`config.mk`:
```
export PLATFORM = sky130hd
export DESIGN_NAME = config_loader
export DESIGN_NICKNAME = d
export VERILOG_FILES = /design/src/rtl/config_loader.sv
export SDC_FILE = /design/constraint.sdc
export NUM_CORES = 1
export LEC_CHECK = 0
export ABC_AREA = 1
export CORE_UTILIZATION = 45
export DETAILED_ROUTE_END_ITERATION = 10
export PLACE_DENSITY = 0.75
export SYNTH_ARGS = -nofsm -noshare
export SYNTH_HDL_FRONTEND = slang
export SYNTH_SLANG_ARGS = --single-unit
export TNS_END_PERCENT = 30
```
`constraint.sdc`:
```
create_clock -name clk -period 1.47 [get_ports clk]
set_input_delay 0.441 -clock clk [delete_from_list [all_inputs] [get_ports clk]]
set_output_delay 0.441 -clock clk [all_outputs]
set_load 0.1 [all_outputs]
```
`src/rtl/config_loader.sv`:
```
// Streams a header plus (address, data) pairs from a ready/valid source onto the
// shared tile configuration bus, dropping and flagging writes to nonexistent tiles.
module config_loader #(
  parameter int NUM_TILES  = 16,
  parameter int GAP_CYCLES = 1
) (
  input  logic        clk,
  input  logic        reset,
  input  logic        start,
  input  logic        in_valid,
  input  logic [31:0] in_data,
  output logic        in_ready,
  output logic [31:0] config_addr,
  output logic [31:0] config_data,
  output logic        config_write,
  output logic        busy,
  output logic        done,
  output logic        error,
  output logic [15:0] pairs_done
);

  typedef enum logic [2:0] {IDLE, HDR, ADDR, DATA, WRITE, GAP, DONE} state_t;

  localparam logic [3:0] GAP_LAST = (GAP_CYCLES > 0) ? 4'(GAP_CYCLES - 1) : 4'd0;

  state_t      state_reg;
  state_t      state_next;
  logic [15:0] n_reg;
  logic [31:0] addr_reg;
  logic [3:0]  gap_cnt_reg;
  logic        xfer;
  logic        tile_ok;
  logic        more_pairs;

  assign xfer       = in_valid && in_ready;
  assign tile_ok    = {1'b0, addr_reg[15:0]} < 17'(NUM_TILES);
  // pairs_done already counts the pair just finished once WRITE/GAP are reached
  assign more_pairs = pairs_done < n_reg;

  always_comb begin
    state_next = state_reg;
    case (state_reg)
      IDLE:  if (start) state_next = HDR;
      HDR:   if (xfer) state_next = (in_data[15:0] == 16'd0) ? DONE : ADDR;
      ADDR:  if (xfer) state_next = DATA;
      DATA:  if (xfer) state_next = WRITE;
      WRITE: begin
        if (GAP_CYCLES > 0) state_next = GAP;
        else                state_next = more_pairs ? ADDR : DONE;
      end
      GAP:   if (gap_cnt_reg == 4'd0) state_next = more_pairs ? ADDR : DONE;
      DONE:  state_next = IDLE;
      default: state_next = IDLE;
    endcase
  end

  // Outputs are derived from the next state so they line up with the state they describe.
  always_ff @(posedge clk) begin
    if (reset) begin
      state_reg    <= IDLE;
      n_reg        <= 16'd0;
      addr_reg     <= 32'd0;
      gap_cnt_reg  <= 4'd0;
      in_ready     <= 1'b0;
      config_addr  <= 32'd0;
      config_data  <= 32'd0;
      config_write <= 1'b0;
      busy         <= 1'b0;
      done         <= 1'b0;
      error        <= 1'b0;
      pairs_done   <= 16'd0;
    end else begin
      state_reg    <= state_next;
      in_ready     <= state_next inside {HDR, ADDR, DATA};
      busy         <= state_next != IDLE;
      done         <= state_next == DONE;
      config_write <= 1'b0;
      case (state_reg)
        IDLE: begin
          if (start) begin
            error      <= 1'b0;
            pairs_done <= 16'd0;
          end
        end
        HDR:  if (xfer) n_reg <= in_data[15:0];
        ADDR: if (xfer) addr_reg <= in_data;
        DATA: begin
          // The strobe and the bus update land together so the WRITE cycle sees them.
          if (xfer) begin
            pairs_done <= pairs_done + 16'd1;
            if (tile_ok) begin
              config_write <= 1'b1;
              config_addr  <= addr_reg;
              config_data  <= in_data;
            end else begin
              error <= 1'b1;
            end
          end
        end
        WRITE: gap_cnt_reg <= GAP_LAST;
        GAP:   if (gap_cnt_reg != 4'd0) gap_cnt_reg <= gap_cnt_reg - 4'd1;
        default: ;
      endcase
    end
  end

endmodule

```
# Yosys cells after proc, flatten, opt, wreduce, memory -nomap -nowiden
# Cells that the tools add are included.
totals:
  in_bits: 36
  wordCells: 65
  out_inout_bits: 85
  regBits: 140
op_classes:
  reduce_logical: 16
  eq_ne: 13
  n_addsub: 2
  bitwise: 2
  magnitude_cmp: 2
  n_mux: 18
ops:
  columns: ["op", "count"]
  rows:
  - ["2-to-1 mux 16 bit", 2]
  - ["one-hot mux 16 bit (2 select lines)", 1]
  - ["2-to-1 mux 3 bit", 7]
  - ["one-hot mux 3 bit (6 select lines)", 1]
  - ["adder 16 x 1 -> 16 bit (second input constant)", 1]
  - ["logical NOT 16 bit", 1]
  - ["< comparator 16 bit", 1]
  - ["< comparator 16 x 5 -> 1 bit (second input constant)", 1]
  - ["equality test 3 x 2 -> 1 bit (second input constant)", 4]
  - ["equality test 3 bit (second input constant)", 3]
  - ["inequality test 2 bit (second input constant)", 4]
  - ["one-hot mux 4 bit (2 select lines)", 1]
  - ["equality test 3 x 1 -> 1 bit (second input constant)", 2]
  - ["AND reduction 2 bit", 3]
  - ["AND reduction 3 bit", 2]
  - ["nonzero test 3 bit", 2]
  - ["logical NOT 4 bit", 1]
  - ["2-to-1 mux 1 bit", 4]
  - ["2-to-1 mux 4 bit", 1]
  - ["AND reduction 4 bit", 1]
  - ["nonzero test 2 bit", 2]
  - ["nonzero test 4 bit", 1]
  - ["subtractor 4 x 1 -> 4 bit (second input constant)", 1]
  - ["logical NOT 3 bit", 1]
  - ["other kinds (4)", 5]

# Depth between registers and ports, before layout
# Gate-level depths: netlist of run 1.
logic_depth:
  ltp_word: 6
  mapped_depth: 14
  ltp_nobuf: 14

# Least setup slack after synthesis of run 1
# No wires, ideal clock.
synth_timing:
  path_type: "reg2reg"
  start: "reg in_ready"
  end: "reg pairs_done[6]"
  arrival_time_ns: 2.127
  n_path_buf: 1
  stages_incl_launch_ff: 9
  slack_ns: -0.780
  t_required_ns: 1.347
  setup_time_ns: 0.123
  period_less_slack_ns: 2.250
  cell_sequence: "dfxtp_1 > nand2_1 > o21ai_2 > buf_4 > nand2_1 > nor2_1 > nand2_1 > o21ai_0 > a21oi_1"
synth_via:
  elab_chain_cells: 3
synth_lines:
  columns: ["element", "line_no", "source"]
  rows:
  - ["from (decl)", "12", "output logic in_ready,"]
  - ["from (signal assigned)", "74", "in_ready <= state_next inside {HDR, ADDR, DATA};"]
  - ["logical AND 1 bit", "35", "assign xfer = in_valid && in_ready;"]
  - ["inequality test 2 bit (no line)", null, null]
  - ["AND reduction 3 bit (no line)", null, null]
  - ["to (signal assigned)", "90", "pairs_done <= pairs_done + 16'd1;"]
  - ["to (decl)", "19", "output logic [15:0] pairs_done"]
# No other way between the ends.
# A chain may end at the register's enable or synchronous reset.

# Final worst setup path of run 1
layout_timing:
  start: "reg state_reg[1]"
  end: "reg config_addr[16]"
layout_via:
  elab_chain_cells: 2
layout_lines:
  columns: ["element", "line_no", "source"]
  rows:
  - ["from (decl)", "26", "state_t state_reg;"]
  - ["from (signal assigned)", "73", "state_reg <= state_next;"]
  - ["equality test 3 x 2 -> 1 bit", "78", "case (state_reg)"]
  - ["AND reduction 3 bit (no line)", null, null]
  - ["to (signal assigned)", "93", "config_addr <= addr_reg;"]
  - ["to (decl)", "13", "output logic [31:0] config_addr,"]
# No other way between the ends.

==> key figures, run 1 <==
Layout
  • Fin nets: 955
  • Ant diodes: 0
  • Non-Filler Cell Area, Final: 9870 um^2
  • Fill cells: 665
  • Footprint of the multi-input gates: 2760 um^2
  • Most common cell after layout, fill and taps aside: buf_12
  • Area grow syn2layout: 73.2%
  • Layout Cells excl Fill: 1082
  • Storage cell area: 2910 um^2
  • Fraction of layout cells with a size suffix above 1: 0.385
  • Most frequent cells in the layout: buf_12 (95), inv_1 (92), dfxtp_1 (89)

STA
  • Fin crit share: 1.21
  • Fmax: 562 MHz
  • Slew Limit Headroom: 0.707
  • Setup violations, final: 135
  • Least-Margin Pin Slew: 434 ps
  • Final hold vios: 0
  • RSZ-0062 raised after global routing: yes
  • Setup ws final: -311 ps
  • Final worst path period need: 1780 ps
  • Max Clock Skew: 12.9 ps
  • Max-slew violation count: 0

Clocking
  • Clock Sinks: 140
  • Clock root buffer: clkbuf_16
  • # hold bufs at CTS: 0
  • H-Tree Depth: 4
  • Clock-pin slew on the worst setup and hold paths: 70 ps
  • Worst-Skew Late Latency: 430 ps
  • CTS Buf Count: 17
  • CTS tree: built
  • Clock tree buffer depth: 2

Die
  • Site Rows: 40
  • Top Ports: 121
  • Die X-Extent: 115 um
  • Core Box Area: 12200 um^2
  • Die H: 115 um
  • Initial Utilization: 0.468
  • Die ar.: 13100 um^2

Detailed routing
  • DR vias/cell: 5.47
  • Antenna Nets Post-Route: 0
  • Via count: 5920
  • Starting DRT DRC Count: 533
  • Final wirelength: 20700 um
  • Initial DRT Pass Iterations: 5
  • Drt drc: 0
  • Routed len/inst: 19.2 um

Yosys
  • Yosys warnings: 0
  • Post-synthesis sequential area ratio: 0.492
  • Yosys cell types: 29
  • Syn_area_per_cell: 7.93 um^2
  • Post-Syn Instances: 718
  • Cell area after synthesis: 5700 um^2
  • Syn nets: 772
  • Yosys reg bits: 140

Worst setup path
  • R2R Path Start: state_reg[1]
  • End point of the critical path: config_addr[16]
  • Critical R2R Capture: config_addr[16]
  • R2R depth: 11
  • Critical path class: reg -> reg
  • Flop-to-flop setup slack: -310 ps
  • WP data arrival: 2090 ps
  • CP startpoint kind: flip-flop
  • Worst EP required: 1780 ps
  • Crit-path max FO: 9
  • Worst setup startpoint: state_reg[1]
  • Worst setup EP type: flip-flop

Pwr
  • Leakage power: 4.12 nW
  • PwrDens: 934 nW/um^2
  • IR drop worst, VDD: 0.000997 V

Global routing
  • Largest net degree at the start of global routing: 65
  • Total track usage: 0.299
  • Grt ovf: 0
  • Vias in the first global route: 5936
  • Initial antenna violation count: 0
  • First-pass GRT wire length: 30000 um

Job
  • MaxCap Viol Count: 0

Placed design
  • DP Worst Slack: -563 ps
  • Port Buffers: 120
  • Gp weighted congestion: 0.901
  • # placed instances: 1030
  • Placed cell area: 8470 um^2
  • Post-DP HPWL: 11800 um

Status
  • Violated checks: negative setup slack
  • Outcome: finished, violations left

Hold path
  • Type of the worst min-delay path: reg -> reg
==> area by class of cell <==
cell class | instances | share of cell area
Clock inverter | 11 | 0.0131
Inverter | 97 | 0.0374
Multi-Input combinational cell | 445 | 0.280
Sequential cell | 140 | 0.295
Timing Repair Buffer | 200 | 0.305
Tap cell | 168 | 0.0213
Clock buffer | 21 | 0.0488
==> timing repair <==
item	CTS	global route
setup endpoints to repair	144	177
resized for setup	84	113
cloned	6	5
buffers inserted	10	4
pin swaps	10	15
==> worst min path at each step <==
| stage | from | endpoint | slack [ps] | depth (start not counted) |
|---|---|---|---|---|
| global route | config_addr[8] | config_addr[8] | 490 | 2 |
| CTS | addr_reg[18] | config_addr[18] | 490 | 2 |
| detailed placement | addr_reg[24] | config_addr[24] | 470 | 2 |
| global placement | addr_reg[18] | config_addr[18] | 460 | 2 |
| floorplan | addr_reg[16] | config_addr[16] | 450 | 2 |
| finish | config_addr[6] | config_addr[6] | 460 | 2 |
==> routing by layer <==
metal	up-vias	routed length [um]	GRT usage
li1	2756	-	-
met1	2853	7810	0.329
met2	241	10500	0.520
met3	70	1580	0.0990
met4	0	849	0.140
met5	-	0	0
==> worst max-delay path, stage by stage (launching register included) <==
cell	delay, ps
dfxtp_2	340
inv_2	50
nor2_4	130
nand2_4	80
nor2_4	150
nand4_4	160
nor2_4	170
buf_12	170
inv_6	60
buf_12	150
nor2_2	120
nor2_1	70
==> metrics by stage <==
step / total power (W) / TNS (ps) / utilization / hold slack (ps)
after CTS: 0.00910 / -15500 / 0.787 / 486
after global routing: 0.00943 / -29050 / 0.811 / 486
after floorplan: 0.00437 / -839 / - / 450
after global placement: 0.00472 / -50870 / 0.696 / 460
final: 0.00922 / -20820 / 0.811 / 461
after detailed placement: 0.00474 / -53480 / 0.696 / 474
==> cells by family (layout without fill, tap and decap cells) <==
family	Yosys count	in the layout	share of synthesized area
AOI/OAI and AO/OA	222	222	0.210
and+or+nand+nor	202	202	0.157
DFF	140	140	0.492
buffers and inverters	133	329	0.0975
adders and majority gates	18	18	0.0395
xor gates and xnor gates	3	3	0.00461
==> power by group <==
part / internal [W] / switching, W / total (W)
combinational: 0.000357 / 0.000528 / 0.000884
clock: 0.00271 / 0.00175 / 0.00445
sequential: 0.00382 / 0.0000544 / 0.00388
total: 0.00689 / 0.00233 / 0.00922
==> Yosys cell counts <==
cell type  count  area [um^2]
o21ai_1       30          150
nor4_1         5         31.3
dfxtp_1      140         2800
nor2_1        70          263
a21oi_1       90          450
buf_6          4         45.0
a21oi_2       18          158
nor2_2         3         18.8
o21ai_0       78          390
nor3_1        17         85.1
ha_1          18          225
nand2_1       65          244
nand4_1       11         68.8
clkbuf_1      16         60.1
inv_1         96          360
nor3_2         2         20.0
nand3_1       25          125
buf_1          1         3.75
or2_2          1         6.26
xor2_1         3         26.3
buf_2         12         60.1
nor2_4         1         11.3
nand4_2        1         12.5
nand2_2        1         6.26
inv_2          1         3.75
o21ai_2        1         8.76
a211oi_1       4         30.0
o31ai_1        1         7.51
buf_4          3         22.5
Note: power is estimated with default switching activity, not from simulation.
==> run 2, diff against run 1 <==
--- a/config.mk
+++ b/config.mk
@@ -8,7 +8,8 @@
 export ABC_AREA = 1
 export CORE_UTILIZATION = 45
 export DETAILED_ROUTE_END_ITERATION = 10
-export PLACE_DENSITY = 0.75
+export DONT_BUFFER_PORTS = 1
+export SKIP_CTS_REPAIR_TIMING = 1
 export SYNTH_ARGS = -nofsm -noshare
 export SYNTH_HDL_FRONTEND = slang
 export SYNTH_SLANG_ARGS = --single-unit
==> key figures, run 2 (same netlist as run 1, synthesis figures left out) <==
Worst setup path
  • Worst setup EP type: flip-flop
  • Crit-path max FO: 5 (-4)
  • Instance count on the critical path: 10 (-1)
  • R2R depth: 10 (-1)
  • Worst EP required: 1830 ps (+50 ps)
  • WP data arrival: 2050 ps (-40 ps)
  • Largest stage delay on the critical path: 330 ps (about the same)
  • CP delay by family, top: simple AND/OR/NAND/NOR gates
  • CP startpoint kind: flip-flop
  • Most frequent CP cell: nor2_4
  • CP Cell Sequence: inv_2, nor2_4, nand2_4, nor2_4, nand4_4, nor2_4, buf_6, clkbuf_16, o21ai_2, a21oi_2
  • CP bufs+invs: 3 (-1)
  • Critical path class: reg -> reg
  • Slowest cell on crit path: dfxtp_2

Clocking
  • Clock root buffer: clkbuf_16
  • Clock-pin slew on the worst setup and hold paths: 60 ps (about the same)
  • CTS tree: built
  • Clock Sinks: 140 (unchanged)
  • Clock tree buffer depth: 2 (unchanged)
  • CTS Buf Count: 17 (unchanged)
  • Worst-Skew Late Latency: 420 ps (about the same)
  • H-Tree Depth: 4 (unchanged)

Die
  • Die ar.: 13100 um^2 (unchanged)
  • Core Box Area: 12200 um^2 (unchanged)
  • Initial Utilization: 0.468 (unchanged)
  • Die X-Extent: 115 um (unchanged)
  • Top Ports: 121 (unchanged)
  • Site Rows: 40 (unchanged)
  • Die H: 115 um (unchanged)

Placed design
  • Post-DP HPWL: 10600 um (-10%)
  • Gp weighted congestion: 0.924 (+2.6%)
  • Port Buffers: 0 (-100%)

STA
  • Setup violations, final: 89 (-34%)
  • Fmax: 592 MHz (+5.4%)
  • Fin crit share: 1.15 (-0.0620)
  • Slew Limit Headroom: 0.719 (+0.0118)
  • Final hold vios: 0 (unchanged)
  • RSZ-0062 raised after global routing: yes
  • Max Clock Skew: 7.50 ps (-5.43 ps)
  • Least-Margin Pin Slew: 421 ps (-13.2 ps)
  • Setup ws final: -220 ps (+91.1 ps)
  • Max-slew violation count: 0 (unchanged)
  • Final worst path period need: 1690 ps (-91.1 ps)

Pwr
  • PwrDens: 1020 nW/um^2 (+9.3%)
  • IR drop worst, VDD: 0.000820 V (-18%)
  • Power Total: 0.00880 W (-4.5%)
  • Leakage power: 3.77 nW (-8.4%)

Status
  • Outcome: finished, violations left
  • Violated checks: negative setup slack

Layout
  • Most frequent cells in the layout: dfxtp_1 (118), inv_1 (93), a21oi_1 (87)
  • Fraction of layout cells with a size suffix above 1: 0.341 (-0.0441)
  • End-of-flow core utilization: 0.709 (-0.103)
  • Most common cell after layout, fill and taps aside: dfxtp_1
  • Fin nets: 912 (-4.5%)
  • Ant diodes: 0 (unchanged)
  • Area grow syn2layout: 51.3%

Global routing
  • Vias in the first global route: 5061 (-15%)
  • Grt ovf: 0 (unchanged)
  • First-pass GRT wire length: 24100 um (-20%)
  • Largest net degree at the start of global routing: 102 (+57%)
  • Initial antenna violation count: 0 (unchanged)
  • Total track usage: 0.238 (-0.0609)

Detailed routing
  • DR vias/cell: 5.25 (-4.1%)
  • Routed len/inst: 16.2 um (-16%)
  • Antenna Nets Post-Route: 0 (unchanged)
  • Via count: 5454 (-7.9%)
  • Drt drc: 0 (unchanged)
  • Final wirelength: 16800 um (-19%)
  • Initial DRT Pass Iterations: 5 (unchanged)
  • Starting DRT DRC Count: 336 (-37%)

Job
  • MaxCap Viol Count: 0 (unchanged)

Hold path
  • Hold path cells: 1 (-1)
  • Type of the worst min-delay path: in -> reg
[run 2: changes by cell type in the layout (fill, tap and decap cells not counted), moves of 5 or more]
cell,change
nor2_2,-5
buf_4,+5
nand3_2,-5
a21oi_2,-8
buf_6,+61
buf_12,-72
dfxtp_2,-29
clkdlybuf4s50_1,-34
nor2_4,-6
o21ai_2,+5
nor2_1,+11
dfxtp_1,+29
a21oi_1,+8
o21ai_1,-8
[run 2: per-stage QoR]
stage          setup WS [ps]  instances  instance area [um^2]  setup TNS (ps)  hold slack, ps
5_1_grt                 -317       1039                  8620          -22880            61.4
2_1_floorplan          -87.8        718                  5880            -839             450
3_3_place_gp            -271        992                  7080          -17490             456
6_report                -220       1039                  8620          -12310            72.4
4_1_cts                 -288       1024                  7660          -19620            61.7
3_5_place_dp            -294        992                  7080          -18010             465
[run 2: layout make-up]
cell class | count | area [um^2]
well taps | 168 | 210
clock inverters | 9 | 81.3
multi-input cells | 445 | 2720
inverters | 97 | 364
flip-flops and latches | 140 | 2870
fillers | 924 | 3540
clock buffers | 23 | 499
repair buffers | 157 | 1870
[run 2: final timing paths]
check                                        to    startpoint  slack (ps)
worst min-delay path             pairs_done[15]         reset          70
worst min register to register  config_addr[30]  addr_reg[30]         480
worst max-delay path            config_data[18]  state_reg[1]        -220
worst max register to register  config_data[18]  state_reg[1]        -220
[run 2: where the power goes]
part	internal (W)	switching, W	total (W)	leakage, nW
Sequential	0.00383	0.0000513	0.00388	1.14
Clock	0.00256	0.00163	0.00418	0.289
Combinational	0.000262	0.000477	0.000739	2.34
Total	0.00665	0.00215	0.00880	3.77
[run 2: routing by layer]
layer,part of all wire,GRT usage,up-vias
met5,0,0,-
met4,0.022,0.105,0
met3,0.056,0.0630,28
met2,0.51,0.405,183
met1,0.41,0.281,2565
li1,-,-,2678
==> run 3, diff against run 2 <==
--- a/config.mk
+++ b/config.mk
@@ -7,8 +7,9 @@
 export LEC_CHECK = 0
 export ABC_AREA = 1
 export CORE_UTILIZATION = 45
+export CTS_CLUSTER_DIAMETER = 120
 export DETAILED_ROUTE_END_ITERATION = 10
-export DONT_BUFFER_PORTS = 1
+export PLACE_DENSITY = 0.75
 export SKIP_CTS_REPAIR_TIMING = 1
 export SYNTH_ARGS = -nofsm -noshare
 export SYNTH_HDL_FRONTEND = slang
==> constraint.sdc (replaced) <==
create_clock -name clk -period 1.47 [get_ports clk]
set_input_delay 0.2205 -clock clk [delete_from_list [all_inputs] [get_ports clk]]
set_output_delay 0.2205 -clock clk [all_outputs]
set_load 0.1 [all_outputs]
==> key figures, run 3 (same netlist as run 1, synthesis figures left out) <==
Pwr
  • IR drop worst, VDD: 0.000831 V (+1.2%)
  • PwrDens: 968 nW/um^2 (-5.2%)
  • Leakage power: 4.04 nW (+7.1%)

Placed design
  • Post-DP HPWL: 11900 um (+12%)
  • Gp weighted congestion: 0.947 (+2.4%)
  • Port Buffers: 120 (+120)
  • # placed instances: 1034 (+4.2%)
  • DP Worst Slack: -400 ps (-106 ps)

Layout
  • Fraction of layout cells with a size suffix above 1: 0.319 (-0.0220)
  • Layout Cells excl Fill: 1074 (+3.4%)
  • Fill cells: 753 (-19%)
  • Most common cell after layout, fill and taps aside: dfxtp_1
  • Most frequent cells in the layout: dfxtp_1 (120), buf_12 (95), inv_1 (92)
  • Ant diodes: 0 (unchanged)
  • Area grow syn2layout: 67.1%
  • Fin nets: 947 (+3.8%)
  • End-of-flow core utilization: 0.783 (+0.0739)

Worst setup path
  • Worst setup EP type: flip-flop
  • Critical path class: reg -> reg
  • CP startpoint kind: flip-flop
  • WP data arrival: 2070 ps (+20 ps)
  • Crit-path max FO: 13 (+8)
  • Worst EP required: 1820 ps (about the same)

Detailed routing
  • Antenna Nets Post-Route: 0 (unchanged)
  • Via count: 5817 (+6.7%)
  • Starting DRT DRC Count: 410 (+22%)
  • Drt drc: 0 (unchanged)
  • Initial DRT Pass Iterations: 5 (unchanged)
  • DR vias/cell: 5.42 (+3.2%)
  • Final wirelength: 18900 um (+13%)
  • Routed len/inst: 17.6 um (+9.1%)

Die
  • Core Box Area: 12200 um^2 (unchanged)
  • Die H: 115 um (unchanged)
  • Top Ports: 121 (unchanged)
  • Site Rows: 40 (unchanged)
  • Die X-Extent: 115 um (unchanged)
  • Die ar.: 13100 um^2 (unchanged)
  • Initial Utilization: 0.468 (unchanged)

Clocking
  • Clock-pin slew on the worst setup and hold paths: 60 ps (about the same)
  • CTS tree: built
  • CTS Buf Count: 17 (unchanged)
  • Clock tree buffer depth: 2 (unchanged)
  • Worst-Skew Late Latency: 430 ps (about the same)
  • H-Tree Depth: 4 (unchanged)
  • Clock root buffer: clkbuf_16
  • Clock Sinks: 140 (unchanged)

STA
  • Fmax: 581 MHz (-1.8%)
  • Max-slew violation count: 0 (unchanged)
  • Fin crit share: 1.17 (+0.0207)
  • Final hold vios: 0 (unchanged)
  • Final worst path period need: 1720 ps (+30.4 ps)
  • RSZ-0062 raised after global routing: yes
  • Least-Margin Pin Slew: 380 ps (-41.4 ps)
  • Setup_tns: -13260 ps (-947 ps)
  • Slew Limit Headroom: 0.747 (+0.0272)
  • Setup violations, final: 91 (+2.2%)
  • Max Clock Skew: 9.33 ps (+1.83 ps)
  • Setup ws final: -250 ps (-30.4 ps)

Job
  • MaxCap Viol Count: 0 (unchanged)

Global routing
  • First-pass GRT wire length: 27200 um (+13%)
  • Vias in the first global route: 5566 (+10%)
  • Largest net degree at the start of global routing: 65 (-36%)
  • Grt ovf: 0 (unchanged)
  • Initial antenna violation count: 0 (unchanged)
  • Total track usage: 0.269 (+0.0313)

Status
  • Outcome: finished, violations left
  • Violated checks: negative setup slack

Hold path
  • Type of the worst min-delay path: in -> reg
[run 3: changes by cell type in the layout (fill, tap and decap cells not counted), sizes merged]
cell,delta
clkinv,-1
inv,+1
clkbuf,-2
clkdlybuf4s50,+35
buf,+1
clkinvlp,-1
bufinv,+2
[run 3: critical path: stages (launching register included)]
cell,delay (ps)
dfxtp_1,340
nor4_4,290
buf_4,170
nand4_4,80
nor2_4,190
buf_12,160
buf_12,140
o21ai_0,90
a21oi_1,150
[run 3: per-layer routing]
layer	vias to the layer above	routed length, um	GRT usage
li1	2734	-	-
met1	2775	7360	0.315
met2	252	9460	0.444
met3	56	1490	0.0873
met4	0	627	0.132
met5	-	0	0
[run 3: final cells by class]
class                           instances  area (um^2)  area share
Clock buffer                           22          474      0.0498
Clock inverter                         10          135      0.0142
Inverter                               97          364      0.0383
Multi-Input combinational cell        445         2650       0.279
Sequential cell                       140         2870       0.302
Tap cell                              168          210      0.0221
Timing Repair Buffer                  192         2810       0.295
[run 3: worst paths after layout]
path                                      start              end  slack, ps  cells past startpoint
worst min-delay path                in_data[28]  config_data[28]        370                      3
worst min register to register  config_addr[14]  config_addr[14]        490                      2
worst max-delay path                addr_reg[9]   config_data[8]       -250                      8
worst max register to register      addr_reg[9]   config_data[8]       -250                      8
[run 3: stage by stage]
step	power, W	hold slack [ps]	cell area, um^2
final	0.00921	368	9520
after global routing	0.00947	378	9520
after CTS	0.00914	359	9120
after detailed placement	0.00475	469	8510
after global placement	0.00473	460	8510
after floorplan	0.00437	299	5880
[run 3: power by group]
part	total (W)	switching [W]	internal, W
Sequential	0.00387	0.0000476	0.00382
Combinational	0.000861	0.000512	0.000349
Clock	0.00448	0.00167	0.00280
